### config.mk
export PLATFORM = sky130hd
export DESIGN_NAME = key_conditioner
export DESIGN_NICKNAME = d
export VERILOG_FILES = /design/src/rtl/key_conditioner_pkg.sv /design/src/rtl/key_channel.sv /design/src/rtl/key_conditioner.sv
export SDC_FILE = /design/constraint.sdc
export NUM_CORES = 1
export LEC_CHECK = 0
export ABC_CLOCK_PERIOD_IN_PS = 2440
export CELL_PAD_IN_SITES_DETAIL_PLACEMENT = 1
export CELL_PAD_IN_SITES_GLOBAL_PLACEMENT = 1
export CORE_UTILIZATION = 35
export CTS_BUF_LIST = sky130_fd_sc_hd__clkbuf_4 sky130_fd_sc_hd__clkbuf_8
export CTS_CLUSTER_SIZE = 8
export DETAILED_ROUTE_END_ITERATION = 6
export GPL_TIMING_DRIVEN = 0
export HOLD_SLACK_MARGIN = 0.05
export MAX_ROUTING_LAYER = met4
export PLACE_DENSITY_LB_ADDON = 0.1
export SETUP_SLACK_MARGIN = 0.05
export SYNTH_ARGS = -nofsm -noshare
export SYNTH_HDL_FRONTEND = slang
export SYNTH_SLANG_ARGS = --single-unit
### constraint.sdc
create_clock -name clk -period 2.44 [get_ports clk]
set_input_delay 0.366 -clock clk [delete_from_list [all_inputs] [get_ports clk]]
set_output_delay 0.366 -clock clk [all_outputs]
set_load 0.03 [all_outputs]
### src/rtl/key_conditioner_pkg.sv
// Shared washer key-handling package: per-key FSM encoding plus the board
// and simulation timing constants used to size the key conditioner.
package key_conditioner_pkg;

  typedef enum logic [1:0] {
    ST_IDLE         = 2'd0,
    ST_PRESS_WAIT   = 2'd1,
    ST_HELD         = 2'd2,
    ST_RELEASE_WAIT = 2'd3
  } key_state_e;

  localparam int unsigned NUM_KEYS_DEFAULT      = 32'd3;

  localparam int unsigned BOARD_DEBOUNCE_CYCLES = 32'd1_000_000;
  localparam int unsigned BOARD_LONG_CYCLES     = 32'd200_000_000;

  localparam int unsigned SIM_DEBOUNCE_CYCLES   = 32'd4;
  localparam int unsigned SIM_LONG_CYCLES       = 32'd16;

  // Both counters share one width so that neither can ever wrap before LONG.
  function automatic int unsigned cnt_width(input int unsigned long_cycles);
    return $clog2(long_cycles + 32'd1);
  endfunction

endpackage

### src/rtl/key_channel.sv
// One key: two-flop synchronizer, debounce / hold FSM and its counters,
// with every output driven straight from a flop.
module key_channel
  import key_conditioner_pkg::*;
#(
  parameter int unsigned DEBOUNCE_CYCLES = BOARD_DEBOUNCE_CYCLES,
  parameter int unsigned LONG_CYCLES     = BOARD_LONG_CYCLES
) (
  input  logic clk,
  input  logic reset,
  input  logic key_in,
  output logic key_level,
  output logic key_press,
  output logic key_release,
  output logic key_long
);

  localparam int unsigned CW = cnt_width(LONG_CYCLES);

  localparam logic [CW-1:0] CNT_ZERO = CW'(0);
  localparam logic [CW-1:0] CNT_ONE  = CW'(1);
  localparam logic [CW-1:0] DEB_MAX  = CW'(DEBOUNCE_CYCLES);
  localparam logic [CW-1:0] LONG_MAX = CW'(LONG_CYCLES);
  localparam logic [CW-1:0] LONG_HIT = CW'(LONG_CYCLES - 32'd1);

  logic          sync_meta_r;
  logic          sync_r;
  key_state_e    state_r;
  logic [CW-1:0] deb_cnt_r;
  logic [CW-1:0] hold_cnt_r;
  logic          hold_active_s;
  logic          hold_hit_s;

  // Two-flop synchronizer for the raw asynchronous button level.
  always_ff @(posedge clk) begin
    if (reset) begin
      sync_meta_r <= 1'b0;
      sync_r      <= 1'b0;
    end else begin
      sync_meta_r <= key_in;
      sync_r      <= sync_meta_r;
    end
  end

  // Hold counter advances in HELD and RELEASE_WAIT until it saturates at LONG.
  always_comb begin
    hold_active_s = 1'b0;
    hold_hit_s    = 1'b0;
    if ((state_r == ST_HELD) || (state_r == ST_RELEASE_WAIT)) begin
      hold_active_s = (hold_cnt_r != LONG_MAX);
      hold_hit_s    = (hold_cnt_r == LONG_HIT);
    end else begin
      hold_active_s = 1'b0;
      hold_hit_s    = 1'b0;
    end
  end

  // Debounce / hold FSM with registered level and event pulses.
  always_ff @(posedge clk) begin
    if (reset) begin
      state_r     <= ST_IDLE;
      deb_cnt_r   <= CNT_ZERO;
      hold_cnt_r  <= CNT_ZERO;
      key_level   <= 1'b0;
      key_press   <= 1'b0;
      key_release <= 1'b0;
      key_long    <= 1'b0;
    end else begin
      key_press   <= 1'b0;
      key_release <= 1'b0;
      key_long    <= hold_hit_s;
      if (hold_active_s) begin
        hold_cnt_r <= hold_cnt_r + CNT_ONE;
      end

      case (state_r)
        ST_IDLE: begin
          hold_cnt_r <= CNT_ZERO;
          if (sync_r) begin
            state_r   <= ST_PRESS_WAIT;
            deb_cnt_r <= CNT_ONE;
          end else begin
            deb_cnt_r <= CNT_ZERO;
          end
        end

        ST_PRESS_WAIT: begin
          if (!sync_r) begin
            state_r   <= ST_IDLE;
            deb_cnt_r <= CNT_ZERO;
          end else if (deb_cnt_r == DEB_MAX) begin
            state_r   <= ST_HELD;
            deb_cnt_r <= CNT_ZERO;
            key_press <= 1'b1;
            key_level <= 1'b1;
          end else begin
            deb_cnt_r <= deb_cnt_r + CNT_ONE;
          end
        end

        ST_HELD: begin
          key_level <= 1'b1;
          if (!sync_r) begin
            state_r   <= ST_RELEASE_WAIT;
            deb_cnt_r <= CNT_ONE;
          end else begin
            deb_cnt_r <= CNT_ZERO;
          end
        end

        ST_RELEASE_WAIT: begin
          // A short low glitch returns to HELD silently; hold count is kept.
          if (sync_r) begin
            state_r   <= ST_HELD;
            deb_cnt_r <= CNT_ZERO;
          end else if (deb_cnt_r == DEB_MAX) begin
            state_r     <= ST_IDLE;
            deb_cnt_r   <= CNT_ZERO;
            hold_cnt_r  <= CNT_ZERO;
            key_release <= 1'b1;
            key_level   <= 1'b0;
          end else begin
            deb_cnt_r <= deb_cnt_r + CNT_ONE;
          end
        end

        default: begin
          state_r    <= ST_IDLE;
          deb_cnt_r  <= CNT_ZERO;
          hold_cnt_r <= CNT_ZERO;
          key_level  <= 1'b0;
        end
      endcase
    end
  end

endmodule

### src/rtl/key_conditioner.sv
// Washer front-panel key conditioner: NUM_KEYS independent debounced
// channels, each reporting level, press, release and long-press events.
module key_conditioner
  import key_conditioner_pkg::*;
#(
  parameter int unsigned NUM_KEYS        = NUM_KEYS_DEFAULT,
  parameter int unsigned DEBOUNCE_CYCLES = BOARD_DEBOUNCE_CYCLES,
  parameter int unsigned LONG_CYCLES     = BOARD_LONG_CYCLES
) (
  input  logic                clk,
  input  logic                reset,
  input  logic [NUM_KEYS-1:0] key_in,
  output logic [NUM_KEYS-1:0] key_level,
  output logic [NUM_KEYS-1:0] key_press,
  output logic [NUM_KEYS-1:0] key_release,
  output logic [NUM_KEYS-1:0] key_long
);

  for (genvar k = 0; k < NUM_KEYS; k++) begin : g_key
    key_channel #(
      .DEBOUNCE_CYCLES (DEBOUNCE_CYCLES),
      .LONG_CYCLES     (LONG_CYCLES)
    ) u_channel (
      .clk         (clk),
      .reset       (reset),
      .key_in      (key_in[k]),
      .key_level   (key_level[k]),
      .key_press   (key_press[k]),
      .key_release (key_release[k]),
      .key_long    (key_long[k])
    );
  end

endmodule

==> flow_summary.yaml, run 1 <==
grt:
  grt_pass1_wl_um: 36400
  grt_overflow: 0
  antenna_found_initial: 0
  grt_use_total_pct: 17.2
  grt_max_degree: 20
  grt_pass1_vias: 7279
critical_path:
  path_class: "in -> reg"
  r2r_slack_ps: 210
  endpoint_kind: "flop"
  required_ps: 2810
  path_cells: "clkdlybuf4s50_1 -> clkbuf_1 -> clkbuf_1 -> o21ba_2"
  startpoint_type: "primary input"
  arrival_ps: 2600
  cp_max_fo: 10
  max_stage_delay_ps: 780
  cpMostUsedCell: "clkbuf_1"
  cp_slowest_cell: "clkdlybuf4s50_1"
logic_synthesis:
  synth_cells: 1076
  synth_seq_cells: 192
  synth_largest_area_cell: "dfxtp_1"
  synth_top_area_share_pct: 41.4
  yosys_warnings: 0
  syn-cell-area_mm2: 0.00929
  async_reset_ff_share_pct: 0
  synth_area_per_cell_um2: 8.63
  synth.net_count: 1108
  synthTopCellsByArea: "dfxtp_1, nor2_1, xor2_1, xnor2_1, ha_1"
  ys.flop_type: "dfxtp_1"
  synth_edf_count: 0
  ys_types: 60
  ys_seq_area_share_pct: 41.4
placed_design:
  io_buffers: 16
  dp_cells: 1427
  dpl.hpwl_um: 15200
  place_area_mm2: 0.00987
  gp_congestion: 0.737
  place_ws_ps: -423
pwr:
  power.density_mw_per_mm2: 555
  peakVddDrop_mv: 0.368
  power_leakage_nw: 3.21
  power_mw: 5.84
clock_tree:
  insertion_delay_ps: 480
  cts_buffers: 17
  htreeDepth: 4
  clockBufferDepth: 2
  cts_hold_buf: 0
  cts_tree: "done"
  clkSlewWorstSetupHoldPaths_ps: 110
  cts_root_buf: "clkbuf_8"
  cts_sinks: 192
floorplanning:
  die_h_um: 165
  core_area_mm2: 0.0261
  io_pins: 17
  core.rowCount: 59
  die_w_um: 165
  initial_core_util_pct: 35.6
  dieArea_mm2: 0.0272
finish:
  layout-drive-gt1-share_pct: 11.6
  nFillCells: 3089
  fin_area_mm2: 0.0105
  area_growth_pct: 13.5
  fin_cells: 1467
  final_nets: 1151
  diodes: 0
job:
  drv_cap: 0
timing:
  tightest_slew_ps: 794
  period_minus_slack_ps: 2230
  setup_slack_ps: 209
  finalHoldViolations: 0
  setup-violations-final: 0
  fin_skew_ps: 24.1
  slew_headroom_pct: 46.6
  finalSetupTns_ps: 0
  min_period_over_period_pct: 91.4
  slew_viol_final: 0
  fmax_mhz: 448
  rsz0062_at_grt: "yes"
drt:
  wl_met1_um: 11700
  ant_nets: 0
  post_drt_via_cell_ratio: 5.05
  drt_iter0_markers: 255
  routed_wl_um: 21800
  wl_per_cell_um: 14.9
  routed-via-count: 7408
  met2_length_um: 9570
  dr.pass1.iters: 4
  drc: 0
  maxUsedRoutingLayer: "met4"
  met3_length_um: 351
status:
  outcome: "finished, final reports clean"
min_path:
  hold_class: "in -> reg"
-- metal layers --
layer	vias up	track usage (%)
met1	3552	24.0
met2	32	25.5
met3	12	2.86
met5	-	-
met4	0	4.38
li1	3812	-
-- final cells by class --
| type | instances | area (um2) | area share (%) |
|---|---|---|---|
| Tap cell | 335 | 419 | 3.98 |
| Inverter | 34 | 128 | 1.21 |
| Clock buffer | 17 | 234 | 2.22 |
| Clock inverter | 15 | 173 | 1.64 |
| Buffer | 43 | 272 | 2.58 |
| Sequential cell | 192 | 3840 | 36.5 |
| Multi-Input combinational cell | 804 | 5230 | 49.6 |
| Timing Repair Buffer | 27 | 243 | 2.30 |
-- worst max-delay path, delay by kind of cell --
| kind | cells | cell delay, ps |
|---|---|---|
| AOI/OAI and AO/OA | 1 | 250 |
| buffers and inverters | 3 | 1970 |
-- cells in the final DEF (no fill, tap or decap), types with 6 or more instances in the layout --
| cell | Yosys | routed |
|---|---|---|
| a21oi_1 | 26 | 26 |
| and3_1 | 18 | 18 |
| and4_1 | 19 | 19 |
| buf_4 | 17 | 30 |
| clkbuf_1 | 17 | 12 |
| clkbuf_8 | 0 | 17 |
| clkdlybuf4s50_1 | 0 | 16 |
| dfxtp_1 | 192 | 191 |
| ha_1 | 27 | 22 |
| inv_1 | 34 | 34 |
| mux2i_1 | 6 | 6 |
| nand2_1 | 61 | 61 |
| nand3_1 | 60 | 59 |
| nand4_1 | 53 | 53 |
| nor2_1 | 191 | 190 |
| nor2_2 | 10 | 11 |
| nor2b_1 | 8 | 8 |
| nor3_1 | 33 | 32 |
| nor3b_1 | 6 | 6 |
| nor4_1 | 28 | 19 |
| nor4_2 | 3 | 11 |
| o21ai_0 | 12 | 11 |
| or3_1 | 17 | 17 |
| or4_1 | 11 | 11 |
| xnor2_1 | 66 | 66 |
| xor2_1 | 77 | 77 |
-- synthesized netlist by cell type, drive strengths merged (6+ instances only) --
master	count
ha	27
mux2i	6
nand2	61
nor3	36
buf	28
xor2	77
nor4	31
dfxtp	192
nor2	201
nand4	53
and3	18
nor2b	8
nor3b	6
or4	12
clkbuf	18
nand3	60
xnor2	66
or3	18
inv	34
o21ai	15
a21oi	26
and4	19
-- repair_timing --
action / in CTS / in global routing
resized for setup: 17 / 26
pin swaps: 4 / 4
setup endpoints to repair: 93 / 129
buffers inserted: 4 / 7
-- report_power, final --
group / internal (mW) / total, mW / switching (mW)
Clock: 0.867 / 2.19 / 1.32
Sequential: 3.17 / 3.21 / 0.0420
Combinational: 0.185 / 0.443 / 0.259
Total: 4.22 / 5.84 / 1.62
-- worst paths after layout --
path | startpoint | end | cells past startpoint
max reg2reg | g_key[2].u_channel.deb_cnt_r[5]$_SDFF_PP0_ | g_key[2].u_channel.deb_cnt_r[1]$_SDFF_PP0_ | 7
min | key_in[1] | g_key[1].u_channel.sync_meta_r$_SDFF_PP0_ | 2
min reg2reg | g_key[0].u_channel.sync_meta_r$_SDFF_PP0_ | g_key[0].u_channel.sync_r$_SDFF_PP0_ | 1
max | reset | flop | 4
-- cells by family after synthesis --
family	count (synthesis)	synth area share, %
compound gates	71	5.19
mux	6	0.647
buf+inv	80	4.22
fa+ha+maj	27	3.64
flops	192	41.4
simple gates	557	31.4
xor+xnor	143	13.5
-- per-stage QoR --
stage | hold slack, ps | util [%]
3_5_place_dp | 428 | 37.9
3_3_place_gp | 419 | 37.9
6_report | 447 | 40.4
5_1_grt | 418 | 40.4
2_1_floorplan | 414 | -
4_1_cts | 428 | 39.8
-- state kept, by name, summed over array words and instances, names as in the netlist, named ones only --
name / flops
g_key.u_channel.deb_cnt_r: 84
g_key.u_channel.hold_cnt_r: 84
g_key.u_channel.sync_r: 3
g_key.u_channel.state_r: 3
g_key.u_channel.key_long: 3
g_key.u_channel.key_press: 3
g_key.u_channel.key_release: 3
g_key.u_channel.sync_meta_r: 3
g_key.u_channel.key_level: 3
Note: power is estimated with default switching activity, not from simulation.
==> run 2, diff against run 1 <==
--- a/config.mk
+++ b/config.mk
@@ -5,6 +5,7 @@
 export SDC_FILE = /design/constraint.sdc
 export NUM_CORES = 1
 export LEC_CHECK = 0
+export ABC_AREA = 1
 export ABC_CLOCK_PERIOD_IN_PS = 2440
 export CELL_PAD_IN_SITES_DETAIL_PLACEMENT = 1
 export CELL_PAD_IN_SITES_GLOBAL_PLACEMENT = 1
==> constraint.sdc (replaced) <==
create_clock -name clk -period 2.44 [get_ports clk]
set_input_delay 0.488 -clock clk [delete_from_list [all_inputs] [get_ports clk]]
set_output_delay 0.488 -clock clk [all_outputs]
set_load 0.03 [all_outputs]
==> flow_summary.yaml, run 2 <==
status:
  outcome: "finished, final reports clean"
floorplanning:
  core.rowCount: 65
  initial_core_util_pct: 35.7
  io_pins: 17
  dieArea_mm2: 0.0331
  die_w_um: 182
  core_area_mm2: 0.0317
  die_h_um: 182
grt:
  grt_max_degree: 17
  grt_use_total_pct: 20.8
  grt_pass1_vias: 10700
  grt_overflow: 0
  antenna_found_initial: 0
  grt_pass1_wl_um: 54100
logic_synthesis:
  synth_cells: 1726
  synth_seq_cells: 192
  synth.net_count: 1758
  synthTopCellsByArea: "dfxtp_1, nand2_1, nor2_1, inv_1, xor2_1"
  ys.flop_type: "dfxtp_1"
  yosys-top-cells-count: "nand2_1, nor2_1, inv_1, dfxtp_1, nand3_1"
  synth_edf_count: 0
  ys_types: 37
  synth.most_common_cell: "nand2_1"
  ys_seq_area_share_pct: 33.9
  async_reset_ff_share_pct: 0
  syn-cell-area_mm2: 0.0113
  yosys_warnings: 0
  synth_largest_area_cell: "dfxtp_1"
  synth_top_area_share_pct: 33.9
  synth_area_per_cell_um2: 6.56
finish:
  largestRegisters: "g_key.u_channel.deb_cnt_r x84, g_key.u_channel.hold_cnt_r x84"
  fin_cells: 2175
  final_common_cell: "nand2_1"
  final_nets: 1793
  area_growth_pct: 9.88
  layout-drive-gt1-share_pct: 7.11
  diodes: 0
  layout_common_cells: "nand2_1, nor2_1, inv_1"
  utilization_pct: 39.2
  nFillCells: 4187
clock_tree:
  htreeDepth: 4
  cts_hold_buf: 0
  cts_sinks: 192
  insertion_delay_ps: 500
  post-cts-setup-buffer-count: 0
  clockBufferDepth: 2
  clkSlewWorstSetupHoldPaths_ps: 100
  cts_buffers: 17
  cts_root_buf: "clkbuf_8"
  cts_tree: "done"
  cts_resized: 0
drt:
  met2_length_um: 14200
  routed-via-count: 10600
  dr.pass1.iters: 7
  ant_nets: 0
  wl_met1_um: 16500
  routed_wl_um: 31600
  drt_iter0_markers: 501
  post_drt_via_cell_ratio: 4.88
  met3_length_um: 619
  maxUsedRoutingLayer: "met4"
  wl_per_cell_um: 14.5
  drc: 0
critical_path:
  cp_max_fo: 10
  startpoint_type: "flop"
  endpoint_kind: "flop"
  arrival_ps: 2610
  path_class: "reg -> reg"
  required_ps: 2880
pwr:
  power_leakage_nw: 4.33
  pwr-share-seq_pct: 45.9
  combPwrFrac_pct: 20.9
  switching_share_pct: 31.9
  p_sw_mw: 2.30
  power.density_mw_per_mm2: 580
  p_int_mw: 4.92
  pwr-share-clk_pct: 33.2
  peakVddDrop_mv: 0.365
min_path:
  hold_class: "reg -> reg"
timing:
  fmax_mhz: 460
  slew_viol_final: 0
  setup-violations-final: 0
  period_minus_slack_ps: 2170
  tightest_slew_ps: 694
  finalHoldViolations: 0
  min_period_over_period_pct: 89.0
  slew_headroom_pct: 53.3
  fin_skew_ps: 20.1
  rsz0062_at_grt: "yes"
placed_design:
  dpl.hpwl_um: 24600
  gp_congestion: 0.835
  io_buffers: 16
  dp_cells: 2144
job:
  drv_cap: 0
run 2: power groups by stage:
stage               clock, mW  sequential (mW)  combinational (mW)
floorplan                   0             3.36                1.08
global placement            0             3.38                1.51
detailed placement          0             3.39                1.53
CTS                      2.50             3.32                1.54
global route             2.61             3.34                1.73
finish                   2.40             3.32                1.51
run 2: worst paths after layout:
check	from	to	slack, ps	cells after the start
setup / recovery	g_key[2].u_channel.hold_cnt_r[0]$_SDFF_PP0_	g_key[2].u_channel.hold_cnt_r[19]$_SDFF_PP0_	270	14
hold / removal	g_key[0].u_channel.sync_meta_r$_SDFF_PP0_	g_key[0].u_channel.sync_r$_SDFF_PP0_	420	2
setup reg to reg	g_key[2].u_channel.hold_cnt_r[0]$_SDFF_PP0_	g_key[2].u_channel.hold_cnt_r[19]$_SDFF_PP0_	270	14
hold reg to reg	g_key[0].u_channel.sync_meta_r$_SDFF_PP0_	g_key[0].u_channel.sync_r$_SDFF_PP0_	420	2
run 2: logic make-up after synthesis:
group / synth area share, %
DFF: 33.9
buffers and inverters: 9.32
AOI/OAI and AO/OA: 4.19
and+or+nand+nor: 41.8
adders and majority gates: 2.98
xor gates and xnor gates: 7.81
run 2: critical path, cell delays in order (launching register included):
cell and delay (ps):
dfxtp_1 490, inv_1 200, ha_1 230, inv_1 50, nor2_1 30, nand2_1 80, nor2_1 40, nand2_1 80
nor2_1 70, nor2_4 210, buf_4 240, nand3_1 150, nand2_1 100, nand2_1 50, nor2_1 80
run 2: area by class of cell:
cell class	count	area [um2]	share of cell area, %
well taps	402	503	4.04
inverters	208	781	6.27
flip-flops and latches	192	3840	30.9
clock buffers	22	284	2.28
clock inverters	9	158	1.27
plain buffers	40	275	2.21
multi-input cells	1286	6440	51.7
repair buffers	16	160	1.29
run 2: per-stage QoR:
| step | setup slack (ps) | TNS [ps] | area, um2 | total power, mW | hold slack (ps) |
|---|---|---|---|---|---|
| 2_1_floorplan | 796 | 0 | 11300 | 4.43 | 388 |
| 3_3_place_gp | -70.5 | -70.5 | 12000 | 4.89 | 396 |
| 3_5_place_dp | -92.2 | -96.2 | 12000 | 4.92 | 409 |
| 4_1_cts | 151 | 0 | 12400 | 7.35 | 422 |
| 5_1_grt | 48.5 | 0 | 12400 | 7.68 | 438 |
| 6_report | 268 | 0 | 12400 | 7.22 | 416 |
run 2: per-layer routing:
layer	up-vias	track usage [%]
li1	5505	-
met1	5013	28.1
met2	73	33.0
met3	21	3.01
met4	0	4.30
met5	-	-
==> run 3, diff against run 2 <==
--- a/config.mk
+++ b/config.mk
@@ -16,7 +16,7 @@
 export GPL_TIMING_DRIVEN = 0
 export HOLD_SLACK_MARGIN = 0.05
 export MAX_ROUTING_LAYER = met4
-export PLACE_DENSITY_LB_ADDON = 0.1
+export PLACE_DENSITY = 0.72
 export SETUP_SLACK_MARGIN = 0.05
 export SYNTH_ARGS = -nofsm -noshare
 export SYNTH_HDL_FRONTEND = slang
==> flow_summary.yaml, run 3 (synthesis gave the netlist of run 2 again) <==
status:
  outcome: "finished, final reports clean"
critical_path:
  required_ps: 1950
  cp_max_fo: 2
  endpoint_kind: "primary output"
  path_class: "reg -> out"
  arrival_ps: 1690
  path_cells: "buf_4 -> clkdlybuf4s50_1"
  cp_slowest_cell: "clkdlybuf4s50_1"
  startpoint_type: "flop"
  max_stage_delay_ps: 660
clock_tree:
  cts_hold_buf: 0
  cts_root_buf: "clkbuf_8"
  htreeDepth: 4
  insertion_delay_ps: 510
  cts_buffers: 17
  cts_tree: "done"
  cts_sinks: 192
  clkSlewWorstSetupHoldPaths_ps: 120
  clockBufferDepth: 2
min_path:
  hold_class: "reg -> reg"
drt:
  drc: 0
  drt_iter0_markers: 425
  routed_wl_um: 31000
  wl_per_cell_um: 14.2
  ant_nets: 0
  routed-via-count: 10700
  dr.pass1.iters: 7
  post_drt_via_cell_ratio: 4.91
floorplanning:
  die_w_um: 182
  dieArea_mm2: 0.0331
  core_area_mm2: 0.0317
  die_h_um: 182
  core.rowCount: 65
  io_pins: 17
  initial_core_util_pct: 35.7
finish:
  area_growth_pct: 9.78
  layout-drive-gt1-share_pct: 7.16
  largestRegisters: "g_key.u_channel.deb_cnt_r x84, g_key.u_channel.hold_cnt_r x84"
  layout_common_cells: "nand2_1, nor2_1, inv_1"
  final_common_cell: "nand2_1"
  fin_cells: 2177
  final_nets: 1793
timing:
  fmax_mhz: 460
  slew_viol_final: 0
  worst_hold_slack_ps: 412
  period_minus_slack_ps: 2180
  setup-violations-final: 0
  min_period_over_period_pct: 89.2
  finalHoldViolations: 0
  tightest_slew_ps: 564
  fin_skew_ps: 23.3
  rsz0062_at_grt: "no"
  slew_headroom_pct: 62.0
placed_design:
  gp_congestion: 0.866
  dp_cells: 2144
  dpl.hpwl_um: 24000
  io_buffers: 16
job:
  drv_cap: 0
pwr:
  peakVddDrop_mv: 0.364
  power_leakage_nw: 4.32
  power.density_mw_per_mm2: 572
grt:
  antenna_found_initial: 0
  grt_overflow: 0
  grt_max_degree: 21
  grt_pass1_vias: 11100
  grt_use_total_pct: 20.3
  grt_pass1_wl_um: 53100
[run 3: cell count changes in the layout (fill, tap and decap cells not counted), sizes merged]
cell	before	now
diode	0	1
clkbuf	24	19
inv	208	215
clkinvlp	2	1
clkinv	3	6
bufinv	4	1
[run 3: through the flow]
step	utilization [%]	power, mW	setup slack, ps	setup TNS [ps]	instance area (um2)
3_3_place_gp	37.8	4.86	31.4	0	12000
6_report	39.2	7.11	264	0	12400
4_1_cts	39.1	7.22	231	0	12400
5_1_grt	39.2	7.55	115	0	12400
3_5_place_dp	37.8	4.89	-12.2	-12.2	12000
2_1_floorplan	-	4.43	796	0	11300
[run 3: path summary, 6_finish.rpt]
| kind | start | to | slack, ps | depth (start not counted) |
|---|---|---|---|---|
| worst max-delay path | g_key[2].u_channel.key_level$_SDFFE_PP0P_ | key_level[2] | 260 | 2 |
| worst min-delay path | g_key[0].u_channel.sync_meta_r$_SDFF_PP0_ | g_key[0].u_channel.sync_r$_SDFF_PP0_ | 410 | 2 |
| worst max register to register | g_key[2].u_channel.state_r[0]$_SDFFE_PP0P_ | g_key[2].u_channel.hold_cnt_r[26]$_SDFF_PP0_ | 370 | 8 |
| worst min register to register | g_key[0].u_channel.sync_meta_r$_SDFF_PP0_ | g_key[0].u_channel.sync_r$_SDFF_PP0_ | 410 | 2 |
[run 3: metal layers]
metal	global-route usage (%)	routed length, um
met1	24.2	14800
met4	5.38	454
met5	-	0
met2	35.3	15100
met3	3.37	638
[run 3: what timing repair did]
action | in CTS | in global routing
endpoints found under the hold margin | 0 | 0
endpoints found under the setup margin | 0 | 5
gates resized for setup | 0 | 2
setup buffers | 0 | 0
[run 3: layout make-up]
class                      count  area (um2)
antenna                        1        2.50
buffer                        40         275
clock buffer                  17         234
clock inverter                15         194
fill                        4201       19300
inverter                     208         781
multi-input combinational   1286        6440
sequential                   192        3840
tap                          402         503
timing repair buffer          16         160
[run 3: where the power goes]
part / switching, mW / leakage [nW] / internal, mW
clock: 1.40 / 0.210 / 0.880
sequential: 0.0890 / 1.55 / 3.22
combinational: 1.02 / 2.56 / 0.495
[run 3: critical path, delay by kind of cell (launching register included)]
| kind | cells | cell delay, ps |
|---|---|---|
| buffers and inverters | 2 | 780 |
| flip-flops | 1 | 390 |
